==> src/rtl/dsp_mem_pkg.sv <==
// Shared types and helpers for the data-memory port arbiter and its
// response tracker.
package dsp_mem_pkg;

  // Access width encodings on the *_width buses.
  localparam logic [2:0] MW_BYTE = 3'b000;
  localparam logic [2:0] MW_HALF = 3'b001;
  localparam logic [2:0] MW_WORD = 3'b010;

  // Arbiter state: ARB = normal priority arbitration, LOCK = DSP burst owns the port.
  typedef enum logic {
    ARB  = 1'b0,
    LOCK = 1'b1
  } arb_state_e;

  // Which requester owns an access or a response.
  typedef enum logic {
    OWN_CPU = 1'b0,
    OWN_DSP = 1'b1
  } owner_e;

  // True when the byte address falls outside the data memory.
  // The check uses the word index only, so the byte lanes are ignored.
  function automatic logic word_out_of_range(input logic [31:0] addr,
                                             input int unsigned words);
    return {2'b00, addr[31:2]} >= words;
  endfunction

endpackage

==> src/rtl/dmem_resp_tracker.sv <==
// One-deep response pipeline. It remembers the owner and error status of the
// read granted last cycle. It steers the registered memory read data to that
// owner, and forces zero data on an error.
module dmem_resp_tracker
  import dsp_mem_pkg::*;
(
  input  logic        clk,
  input  logic        rst_n,
  input  logic        issue_valid,
  input  owner_e      issue_owner,
  input  logic        issue_err,
  input  logic [31:0] mem_rdata,
  output logic        cpu_rvalid,
  output logic [31:0] cpu_rdata,
  output logic        cpu_rerr,
  output logic        dsp_rvalid,
  output logic [31:0] dsp_rdata,
  output logic        dsp_rerr
);

  logic   valid_q, valid_d;
  owner_e owner_q, owner_d;
  logic   err_q,   err_d;

  // Capture the read issued this cycle; an empty slot carries a clean owner/err.
  always_comb begin
    valid_d = issue_valid;
    owner_d = OWN_CPU;
    err_d   = 1'b0;
    if (issue_valid) begin
      owner_d = issue_owner;
      err_d   = issue_err;
    end
  end

  // Response slot register; reset drops any in-flight response.
  always_ff @(posedge clk or negedge rst_n) begin
    if (!rst_n) begin
      valid_q <= 1'b0;
      owner_q <= OWN_CPU;
      err_q   <= 1'b0;
    end else begin
      valid_q <= valid_d;
      owner_q <= owner_d;
      err_q   <= err_d;
    end
  end

  // Route the response to its owner; the non-owner always sees zero data.
  always_comb begin
    cpu_rvalid = valid_q && (owner_q == OWN_CPU);
    dsp_rvalid = valid_q && (owner_q == OWN_DSP);
    cpu_rerr   = cpu_rvalid && err_q;
    dsp_rerr   = dsp_rvalid && err_q;
    cpu_rdata  = (cpu_rvalid && !err_q) ? mem_rdata : 32'h0;
    dsp_rdata  = (dsp_rvalid && !err_q) ? mem_rdata : 32'h0;
  end

endmodule

==> src/rtl/dmem_port_arbiter.sv <==
// Shares the single data-memory port between the CPU load/store unit (port 0)
// and the DSP stream engine (port 1). The CPU has fixed priority. A starvation
// counter forces a DSP grant after MAX_WAIT denied cycles. The DSP may also lock
// the port for a burst of up to BURST_MAX grants.
//
// Handshake: a requester raises *_req with all of its fields and holds them
// stable until it sees *_gnt high in the same cycle. gnt is combinational, and
// at most one gnt is high per cycle. A granted write is complete in the gnt
// cycle. A granted read returns *_rvalid/*_rdata exactly one cycle later; there
// is no back-pressure on responses.
module dmem_port_arbiter
  import dsp_mem_pkg::*;
#(
  parameter int unsigned MAX_WAIT   = 8,
  parameter int unsigned BURST_MAX  = 16,
  parameter int unsigned DMEM_WORDS = 2048
) (
  input  logic        clk,
  input  logic        rst_n,
  input  logic        cpu_req,
  input  logic        cpu_we,
  input  logic [31:0] cpu_addr,
  input  logic [31:0] cpu_wdata,
  input  logic [2:0]  cpu_width,
  input  logic        cpu_signed,
  output logic        cpu_gnt,
  output logic        cpu_rvalid,
  output logic [31:0] cpu_rdata,
  output logic        cpu_err,
  input  logic        dsp_req,
  input  logic        dsp_we,
  input  logic [31:0] dsp_addr,
  input  logic [31:0] dsp_wdata,
  input  logic [2:0]  dsp_width,
  input  logic        dsp_signed,
  input  logic        dsp_lock,
  input  logic        dsp_circ,
  input  logic        dsp_bitrev,
  input  logic [31:0] dsp_base,
  input  logic [31:0] dsp_bufsize,
  input  logic [4:0]  dsp_fftlog2,
  output logic        dsp_gnt,
  output logic        dsp_rvalid,
  output logic [31:0] dsp_rdata,
  output logic        dsp_err,
  output logic        mem_read,
  output logic        mem_write,
  output logic [31:0] mem_addr,
  output logic [31:0] mem_wdata,
  output logic [2:0]  mem_width,
  output logic        mem_signed,
  output logic        mem_circ,
  output logic        mem_bitrev,
  output logic [31:0] mem_base,
  output logic [31:0] mem_bufsize,
  output logic [4:0]  mem_fftlog2,
  input  logic [31:0] mem_rdata,
  output arb_state_e  dbg_state,
  output logic [7:0]  dbg_wait_cnt,
  output logic [7:0]  dbg_burst_cnt
);

  localparam logic [7:0] MAX_WAIT_C  = 8'(MAX_WAIT);
  localparam logic [7:0] BURST_MAX_C = 8'(BURST_MAX);

  arb_state_e state_q, state_d;
  logic [7:0] wait_cnt_q, wait_cnt_d;
  logic [7:0] burst_cnt_q, burst_cnt_d;

  logic cpu_oor, dsp_oor;
  logic sel_we, sel_oor;
  logic cpu_rerr, dsp_rerr;
  logic issue_read;

  // Circular and bit-reverse addresses are computed inside the memory, so the
  // DSP range check only applies to plain linear accesses.
  assign cpu_oor = word_out_of_range(cpu_addr, DMEM_WORDS);
  assign dsp_oor = word_out_of_range(dsp_addr, DMEM_WORDS) && !dsp_circ && !dsp_bitrev;

  // Grant decision: DSP owns LOCK. In ARB the CPU wins unless the DSP has starved.
  always_comb begin
    cpu_gnt = 1'b0;
    dsp_gnt = 1'b0;
    if (state_q == LOCK) begin
      dsp_gnt = dsp_req;
    end else if (dsp_req && (!cpu_req || wait_cnt_q == MAX_WAIT_C)) begin
      dsp_gnt = 1'b1;
    end else begin
      cpu_gnt = cpu_req;
    end
  end

  // Next state, burst counter and starvation counter.
  always_comb begin
    state_d     = state_q;
    burst_cnt_d = burst_cnt_q;
    wait_cnt_d  = wait_cnt_q;

    if (dsp_gnt || !dsp_req) begin
      wait_cnt_d = 8'd0;
    end else if (wait_cnt_q < MAX_WAIT_C) begin
      wait_cnt_d = wait_cnt_q + 8'd1;
    end

    case (state_q)
      ARB: begin
        burst_cnt_d = 8'd0;
        // With BURST_MAX of 1 the first locked grant already ends the burst.
        if (dsp_gnt && dsp_lock && (BURST_MAX_C > 8'd1)) begin
          state_d     = LOCK;
          burst_cnt_d = 8'd1;
        end
      end
      LOCK: begin
        if (!dsp_lock) begin
          state_d     = ARB;
          burst_cnt_d = 8'd0;
        end else if (dsp_gnt) begin
          if (burst_cnt_q + 8'd1 >= BURST_MAX_C) begin
            state_d     = ARB;
            burst_cnt_d = 8'd0;
          end else begin
            burst_cnt_d = burst_cnt_q + 8'd1;
          end
        end
      end
      default: begin
        state_d     = ARB;
        burst_cnt_d = 8'd0;
      end
    endcase
  end

  // Arbiter state registers.
  always_ff @(posedge clk or negedge rst_n) begin
    if (!rst_n) begin
      state_q     <= ARB;
      wait_cnt_q  <= 8'd0;
      burst_cnt_q <= 8'd0;
    end else begin
      state_q     <= state_d;
      wait_cnt_q  <= wait_cnt_d;
      burst_cnt_q <= burst_cnt_d;
    end
  end

  // Memory-side mux: the winner's fields, or all zero when nobody is granted.
  always_comb begin
    mem_addr    = 32'h0;
    mem_wdata   = 32'h0;
    mem_width   = 3'b000;
    mem_signed  = 1'b0;
    mem_circ    = 1'b0;
    mem_bitrev  = 1'b0;
    mem_base    = 32'h0;
    mem_bufsize = 32'h0;
    mem_fftlog2 = 5'd0;
    sel_we      = 1'b0;
    sel_oor     = 1'b0;
    if (cpu_gnt) begin
      mem_addr   = cpu_addr;
      mem_wdata  = cpu_wdata;
      mem_width  = cpu_width;
      mem_signed = cpu_signed;
      sel_we     = cpu_we;
      sel_oor    = cpu_oor;
    end else if (dsp_gnt) begin
      mem_addr    = dsp_addr;
      mem_wdata   = dsp_wdata;
      mem_width   = dsp_width;
      mem_signed  = dsp_signed;
      mem_circ    = dsp_circ;
      mem_bitrev  = dsp_bitrev;
      mem_base    = dsp_base;
      mem_bufsize = dsp_bufsize;
      mem_fftlog2 = dsp_fftlog2;
      sel_we      = dsp_we;
      sel_oor     = dsp_oor;
    end
    mem_read  = (cpu_gnt || dsp_gnt) && !sel_we && !sel_oor;
    mem_write = (cpu_gnt || dsp_gnt) &&  sel_we && !sel_oor;
  end

  // Any granted read, including an out-of-range one, gets a response slot.
  assign issue_read = (cpu_gnt && !cpu_we) || (dsp_gnt && !dsp_we);

  dmem_resp_tracker u_resp (
    .clk         (clk),
    .rst_n       (rst_n),
    .issue_valid (issue_read),
    .issue_owner (dsp_gnt ? OWN_DSP : OWN_CPU),
    .issue_err   (dsp_gnt ? dsp_oor : cpu_oor),
    .mem_rdata   (mem_rdata),
    .cpu_rvalid  (cpu_rvalid),
    .cpu_rdata   (cpu_rdata),
    .cpu_rerr    (cpu_rerr),
    .dsp_rvalid  (dsp_rvalid),
    .dsp_rdata   (dsp_rdata),
    .dsp_rerr    (dsp_rerr)
  );

  // Write errors report with gnt; read errors report with rvalid.
  assign cpu_err = (cpu_gnt && cpu_we && cpu_oor) || cpu_rerr;
  assign dsp_err = (dsp_gnt && dsp_we && dsp_oor) || dsp_rerr;

  assign dbg_state     = state_q;
  assign dbg_wait_cnt  = wait_cnt_q;
  assign dbg_burst_cnt = burst_cnt_q;

endmodule

==> config.mk <==
export PLATFORM = sky130hd
export DESIGN_NAME = dmem_port_arbiter
export DESIGN_NICKNAME = d
export VERILOG_FILES = /design/src/rtl/dsp_mem_pkg.sv /design/src/rtl/dmem_resp_tracker.sv /design/src/rtl/dmem_port_arbiter.sv
export SDC_FILE = /design/constraint.sdc
export NUM_CORES = 1
export LEC_CHECK = 0
export ABC_AREA = 1
export CORE_AREA = 2 2 187 189
export DETAILED_ROUTE_END_ITERATION = 8
export DIE_AREA = 0 0 189 191
export PLACE_DENSITY = 0.5
export SYNTH_ARGS = -nofsm -noshare
export SYNTH_HDL_FRONTEND = slang
export SYNTH_SLANG_ARGS = --single-unit
==> constraint.sdc <==
create_clock -name clk -period 2.3 [get_ports clk]
set_input_delay 0.345 -clock clk [delete_from_list [all_inputs] [get_ports clk]]
set_output_delay 0.345 -clock clk [all_outputs]
set_load 0.05 [all_outputs]
== Word-level counts from Yosys, hierarchy flattened ==
Index checks and enable logic that the tools add are counted.

* Logic and storage cells: 96
* Flip-flop bits (word level): 20
* Output and inout port bits: 228

* Reduce and logical (&&, ||, !) cells: 36
* Multiplexer cells: 44
* Equality and inequality tests: 2
* Bitwise operators: 2
* Add/subtract/negate cells: 2
* Order comparisons: 4

{| class="wikitable"
|+ Operator list
! kind !! count
|-
| $mux 32 || 10
|-
| $ge 30x12->1 const B || 2
|-
| $mux 8 || 5
|-
| $mux 1 || 23
|-
| $logic_and 1x1->1 || 20
|-
| $add 8x1->8 const B || 2
|-
| $pmux 8 s2 || 1
|-
| $mux 5 || 2
|-
| $logic_not 1->1 || 9
|-
| $eq 8x4->1 const B || 1
|-
| $ge 8x5->1 const B || 1
|-
| $lt 8x4->1 const B || 1
|-
| $logic_or 1x1->1 || 6
|-
| $mux 3 || 2
|-
| $ne 3x3->1 const B || 1
|-
| $not 1->1 || 2
|-
| $pmux 1 s2 || 1
|-
| $reduce_bool 2->1 || 1
|}

== Longest topological paths before layout ==
* Depth after elaboration: 10
* Depth in mapped cells: 11
* Depth with buffers taken out: 10

== Hierarchy ==
Synthesis repeated with hierarchy kept, for this count alone.

* Cells, all modules: 653
* Area, all modules: 3188.1 um^2

{| class="wikitable"
|+ By module, submodules not included
! module !! instances !! sequential area each (um^2) !! area each (um^2) !! cells an instance
|-
| dmem_port_arbiter || 1 || 425.4 || 2543.7 || 534
|-
| dmem_resp_tracker || 1 || 75.1 || 644.4 || 119
|}

== Worst setup path after synthesis ==
OpenSTA, ideal clock, no wires.

* Path type: reg-to-output
* From: reg wait_cnt_q[0] (netlist: dbg_wait_cnt[0])
* To: out cpu_err
* Required time: 1955 ps
* Slack: -479 ps
* Data arrival time: 2434 ps
* Cell stages (with the launch flop): 8
* Buffers on the path: 0
* Path through: dfrtp_1 inv_1 ha_1 nand3_1 o21ai_1 nand2_1 nand3_1 o21ai_0

* Word-level cells in the longest chain between the ends: 8

{| class="wikitable"
|+ RTL lines
! what !! RTL line !! RTL
|-
| start, declared || dmem_port_arbiter.sv:67 || <nowiki>logic [7:0] wait_cnt_q, wait_cnt_d;</nowiki>
|-
| start signal, assigned || dmem_port_arbiter.sv:142 || <nowiki>wait_cnt_q <= wait_cnt_d;</nowiki>
|-
| $eq 8x4->1 || dmem_port_arbiter.sv:86 || <nowiki>end else if (dsp_req && (!cpu_req || wait_cnt_q == MAX_WAIT_C)) begin</nowiki>
|-
| $logic_or 1x1->1 || dmem_port_arbiter.sv:86 ||
|-
| $logic_and 1x1->1 || dmem_port_arbiter.sv:86 ||
|-
| $mux 1 || dmem_port_arbiter.sv:86 ||
|-
| $mux 1 || dmem_port_arbiter.sv:84 || <nowiki>if (state_q == LOCK) begin</nowiki>
|-
| $logic_and 1x1->1 (2 in a row) || dmem_port_arbiter.sv:203 || <nowiki>assign cpu_err = (cpu_gnt && cpu_we && cpu_oor) || cpu_rerr;</nowiki>
|-
| $logic_or 1x1->1 || dmem_port_arbiter.sv:203 ||
|-
| end, declared || dmem_port_arbiter.sv:29 || <nowiki>output logic cpu_err,</nowiki>
|}

No other way between the ends.

== Worst setup path after layout ==
* From: reg wait_cnt_q[0] (netlist: dbg_wait_cnt[0])
* To: out mem_wdata[0]

* Word-level cells in the longest chain between the ends: 7
* Elaborated cells on any way between the ends: 9

{| class="wikitable"
|+ RTL lines
! what !! RTL line !! RTL
|-
| $eq 8x4->1 * || dmem_port_arbiter.sv:86 ||
|-
| $logic_or 1x1->1 * || dmem_port_arbiter.sv:86 ||
|-
| $logic_and 1x1->1 * || dmem_port_arbiter.sv:86 ||
|-
| $mux 1 || dmem_port_arbiter.sv:86 ||
|-
| $mux 1 || dmem_port_arbiter.sv:84 ||
|-
| $mux 32 || dmem_port_arbiter.sv:167 || <nowiki>end else if (dsp_gnt) begin</nowiki>
|-
| $mux 32 * || dmem_port_arbiter.sv:160 || <nowiki>if (cpu_gnt) begin</nowiki>
|-
| end, declared || dmem_port_arbiter.sv:49 || <nowiki>output logic [31:0] mem_wdata,</nowiki>
|}

Every way passes the cells marked *; elsewhere a longest branch is shown, timed or not.

==> impl_metrics.toml <==
[sta]
slew_violations = 0
setup_tns_ns = -0.008816
timing.final.crit_share = 1.003
fmax_mhz = 433.3
relSlewSlack = 0.6290
fin_crit_ns = 2.308
finalSetupViolCount = 2
setup_slack_ns = -0.007700
hold_viol_final = 0
worstMarginPinSlew_ns = 0.5547
finClkSkew_ns = 0.004298
rsz0062_at_grt = "yes"

[setup_path]
rrSetupSlack_ns = 0.40
crit_path_start_kind = "register"
cp_cell_sequence = "inv_2, ha_4, nand3_4, nor2_4, nor2_2, nor2_4, buf_8, buf_6, clkbuf_16, nand2_1, nand2_2, buf_12"
r2r_start = "dbg_wait_cnt[0]"
path_buf_inv = 5
cpMaxStageDelayCell = "dfrtp_2"
cp_data_arrival_time_ns = 1.96
required_ns = 1.96
endpoint_kind = "output pin"
cp_top_family = "buffers and inverters"
crit_top_cell = "nor2_4"
path_depth = 12
rr_endpoint = "u_resp.err_q"
reg2reg_depth = 11
critical-path-max-stage-delay_ns = 0.41
critPathMaxFanout = 6
path_class = "reg2out"

[power_and_ir_drop]
peakVddDrop_mv = 0.2467
intPower_mw = 2.236
power_density_nw_per_um2 = 346.4
p_sw_frac = 0.4605
p_seq_frac = 0.090
comb_power_share = 0.815
clockPowerShare = 0.095
p_leak_nw = 5.381
power_switching_mw = 1.908

[logic_synthesis]
synth_warnings = 0
synth_fp_nets = 898
synth_compound_gate_area_share = 0.01668
ys_types = 23
postSynthAreaPerCell_um2 = 4.623
synth-simple-area-share = 0.5884
yosysSeqAreaShare = 0.1668
netlist_instances = 649
yosys.area.top_type = "nand2_1"
synthXorXnorAreaFrac = 0.008757
syn_area_um2 = 3000
synth_top_area_share = 0.3215
synth_edf_count = 0
synthAdderAreaFrac = 0.01251
async_flop_share = 1.000
ys_top_cells_by_area = "nand2_1, nor2_1, dfrtp_1"
synth_top_flop_cell = "dfrtp_1"
synth_top_family_by_area = "simple AND/OR/NAND/NOR gates"
synth-seq-cells = 20
synth_mux_area_frac = 0

[floorplan]
die_area_um2 = 36100
core-area_um2 = 34120
start_util = 0.08794
rows = 68
die_w_um = 189
pin_count = 474
die_y_um = 191

[clock_tree]
htree_levels = 1
clock_latency_ns = 0.25
postCtsHoldBufs = 0
path_clk_slew_ns = 0.06
cts_tree = "built"
cts_buffers = 3
cts_max_path_buffers = 2
root_buffer = "clkbuf_16"
cts_sinks = 20

[layout]
final_nets = 1403
layout_common_cells = "clkdlybuf4s50_1, buf_12, nand2_1"
utilization = 0.3506
final_cells = 1609
areaGrowthSynthToFinish_pct = 298.7
final_common_cell = "clkdlybuf4s50_1"
layout-drive-gt1-share = 0.3877
n_fill_cell = 3467
final_cell_area_um2 = 11960

[detailed_routing]
route.vias.total = 5728
wl_per_cell_um = 17.15
ant_nets = 0
wirelength_um = 27590
drc = 0
first_pass_iters = 5
drtIter0Drc = 162
vias_per_cell = 3.560

[placement]
place_inst = 1579
hpwl_um = 22020
place_area_um2 = 10570
place.gp.congestion = 0.8367
io_buffers = 473

[run_status]
failed_checks = "negative setup slack"
status = "complete, but fails checks"

[flow_run]
drv_cap = 0

[min_path]
hp-class = "in2async"

[global_routing]
grt_max_degree = 33
track_usage = 0.1324
grt_pass1_vias = 5518
gr-total-overflow = 0
grt_pass1_wl_um = 36290
antenna_found_initial = 1
-- worst reg2reg max path, stage by stage (launching register included) --
cell and delay (ns):
dfrtp_2 0.41, inv_2 0.07, ha_4 0.13, nand3_4 0.10
o21ai_4 0.19, buf_12 0.15, nand2_8 0.11, clkbuf_16 0.22
buf_4 0.14, nand3b_1 0.11, nand2_1 0.10, nor2_1 0.10
-- cells in the mapped netlist, types with 2 or more instances --
library cell,instances
nor2_1,181
clkbuf_1,7
nor3_1,2
xor2_1,2
buf_2,19
buf_6,2
o21ai_1,2
inv_2,3
ha_1,3
nand3_1,12
nand4_1,3
inv_1,124
o21ai_0,4
nand2_1,257
dfrtp_1,20
-- power groups by stage --
| stage | combinational (mW) | sequential (mW) | clock [mW] |
|---|---|---|---|
| final | 3.38 | 0.372 | 0.395 |
| after global routing | 3.52 | 0.374 | 0.428 |
| after CTS | 3.17 | 0.372 | 0.403 |
| after detailed placement | 3.03 | 0.378 | 0 |
| after global placement | 3.03 | 0.379 | 0 |
| after floorplan | 1.24 | 0.400 | 0 |
-- routing by layer --
metal  GRT usage  part of all wire
met1      0.1493              0.37
met2      0.2536              0.54
met3     0.03121             0.071
met4     0.02284             0.016
met5           0                 0
-- sequential cells by signal (all words and copies together), names as in the netlist --
register and count:
dbg_burst_cnt 8, dbg_wait_cnt 8, dbg_state 1, u_resp.err_q 1, u_resp.owner_q 1, u_resp.valid_q 1
-- kinds of logic after synthesis --
group,after synthesis
buffers and inverters,155
adder cells (fa/ha/maj),3
flip-flops,20
AND/OR/NAND/NOR,459
XOR/XNOR,3
AO/OA/AOI/OAI,9
-- metrics by stage --
step | total power [mW] | hold slack [ns] | worst slack [ns]
6_report | 4.144 | 0.4246 | -0.007700
5_1_grt | 4.321 | 0.4606 | -0.1062
4_1_cts | 3.948 | 0.4377 | -0.06969
3_5_place_dp | 3.413 | 0.5209 | -0.3061
3_3_place_gp | 3.406 | 0.5169 | -0.3148
2_1_floorplan | 1.637 | 0.04941 | -0.1445
-- worst max path at each step --
stage                     from      endpoint  slack [ns]
2_1_floorplan  dbg_wait_cnt[0]   mem_base[0]       -0.14
3_3_place_gp      cpu_addr[19]     mem_write       -0.31
3_5_place_dp      dsp_addr[19]     mem_write       -0.31
4_1_cts           dsp_addr[19]     mem_write       -0.07
5_1_grt        dbg_wait_cnt[0]  mem_wdata[0]       -0.11
6_report       dbg_wait_cnt[0]  mem_wdata[0]      -0.008
-- timing repair --
| item | 4_1_cts | 5_1_grt |
|---|---|---|
| gates resized for setup | 90 | 165 |
| pin swaps | 17 | 23 |
| buffers inserted | 7 | 5 |
| cloned | 4 | 10 |
| setup endpoints to repair | 143 | 144 |
-- final cells by class --
cell class,instances,area (µm²),share of cell area
Inverter,127,479.2,0.04006
Timing Repair Buffer,527,7577,0.6335
Tap cell,455,569.3,0.04759
Antenna cell,1,2.502,0.0002092
Clock buffer,4,88.84,0.007427
Multi-Input combinational cell,475,2741,0.2292
Sequential cell,20,503.0,0.04205
No activity file was read; power rests on OpenSTA's default activity.
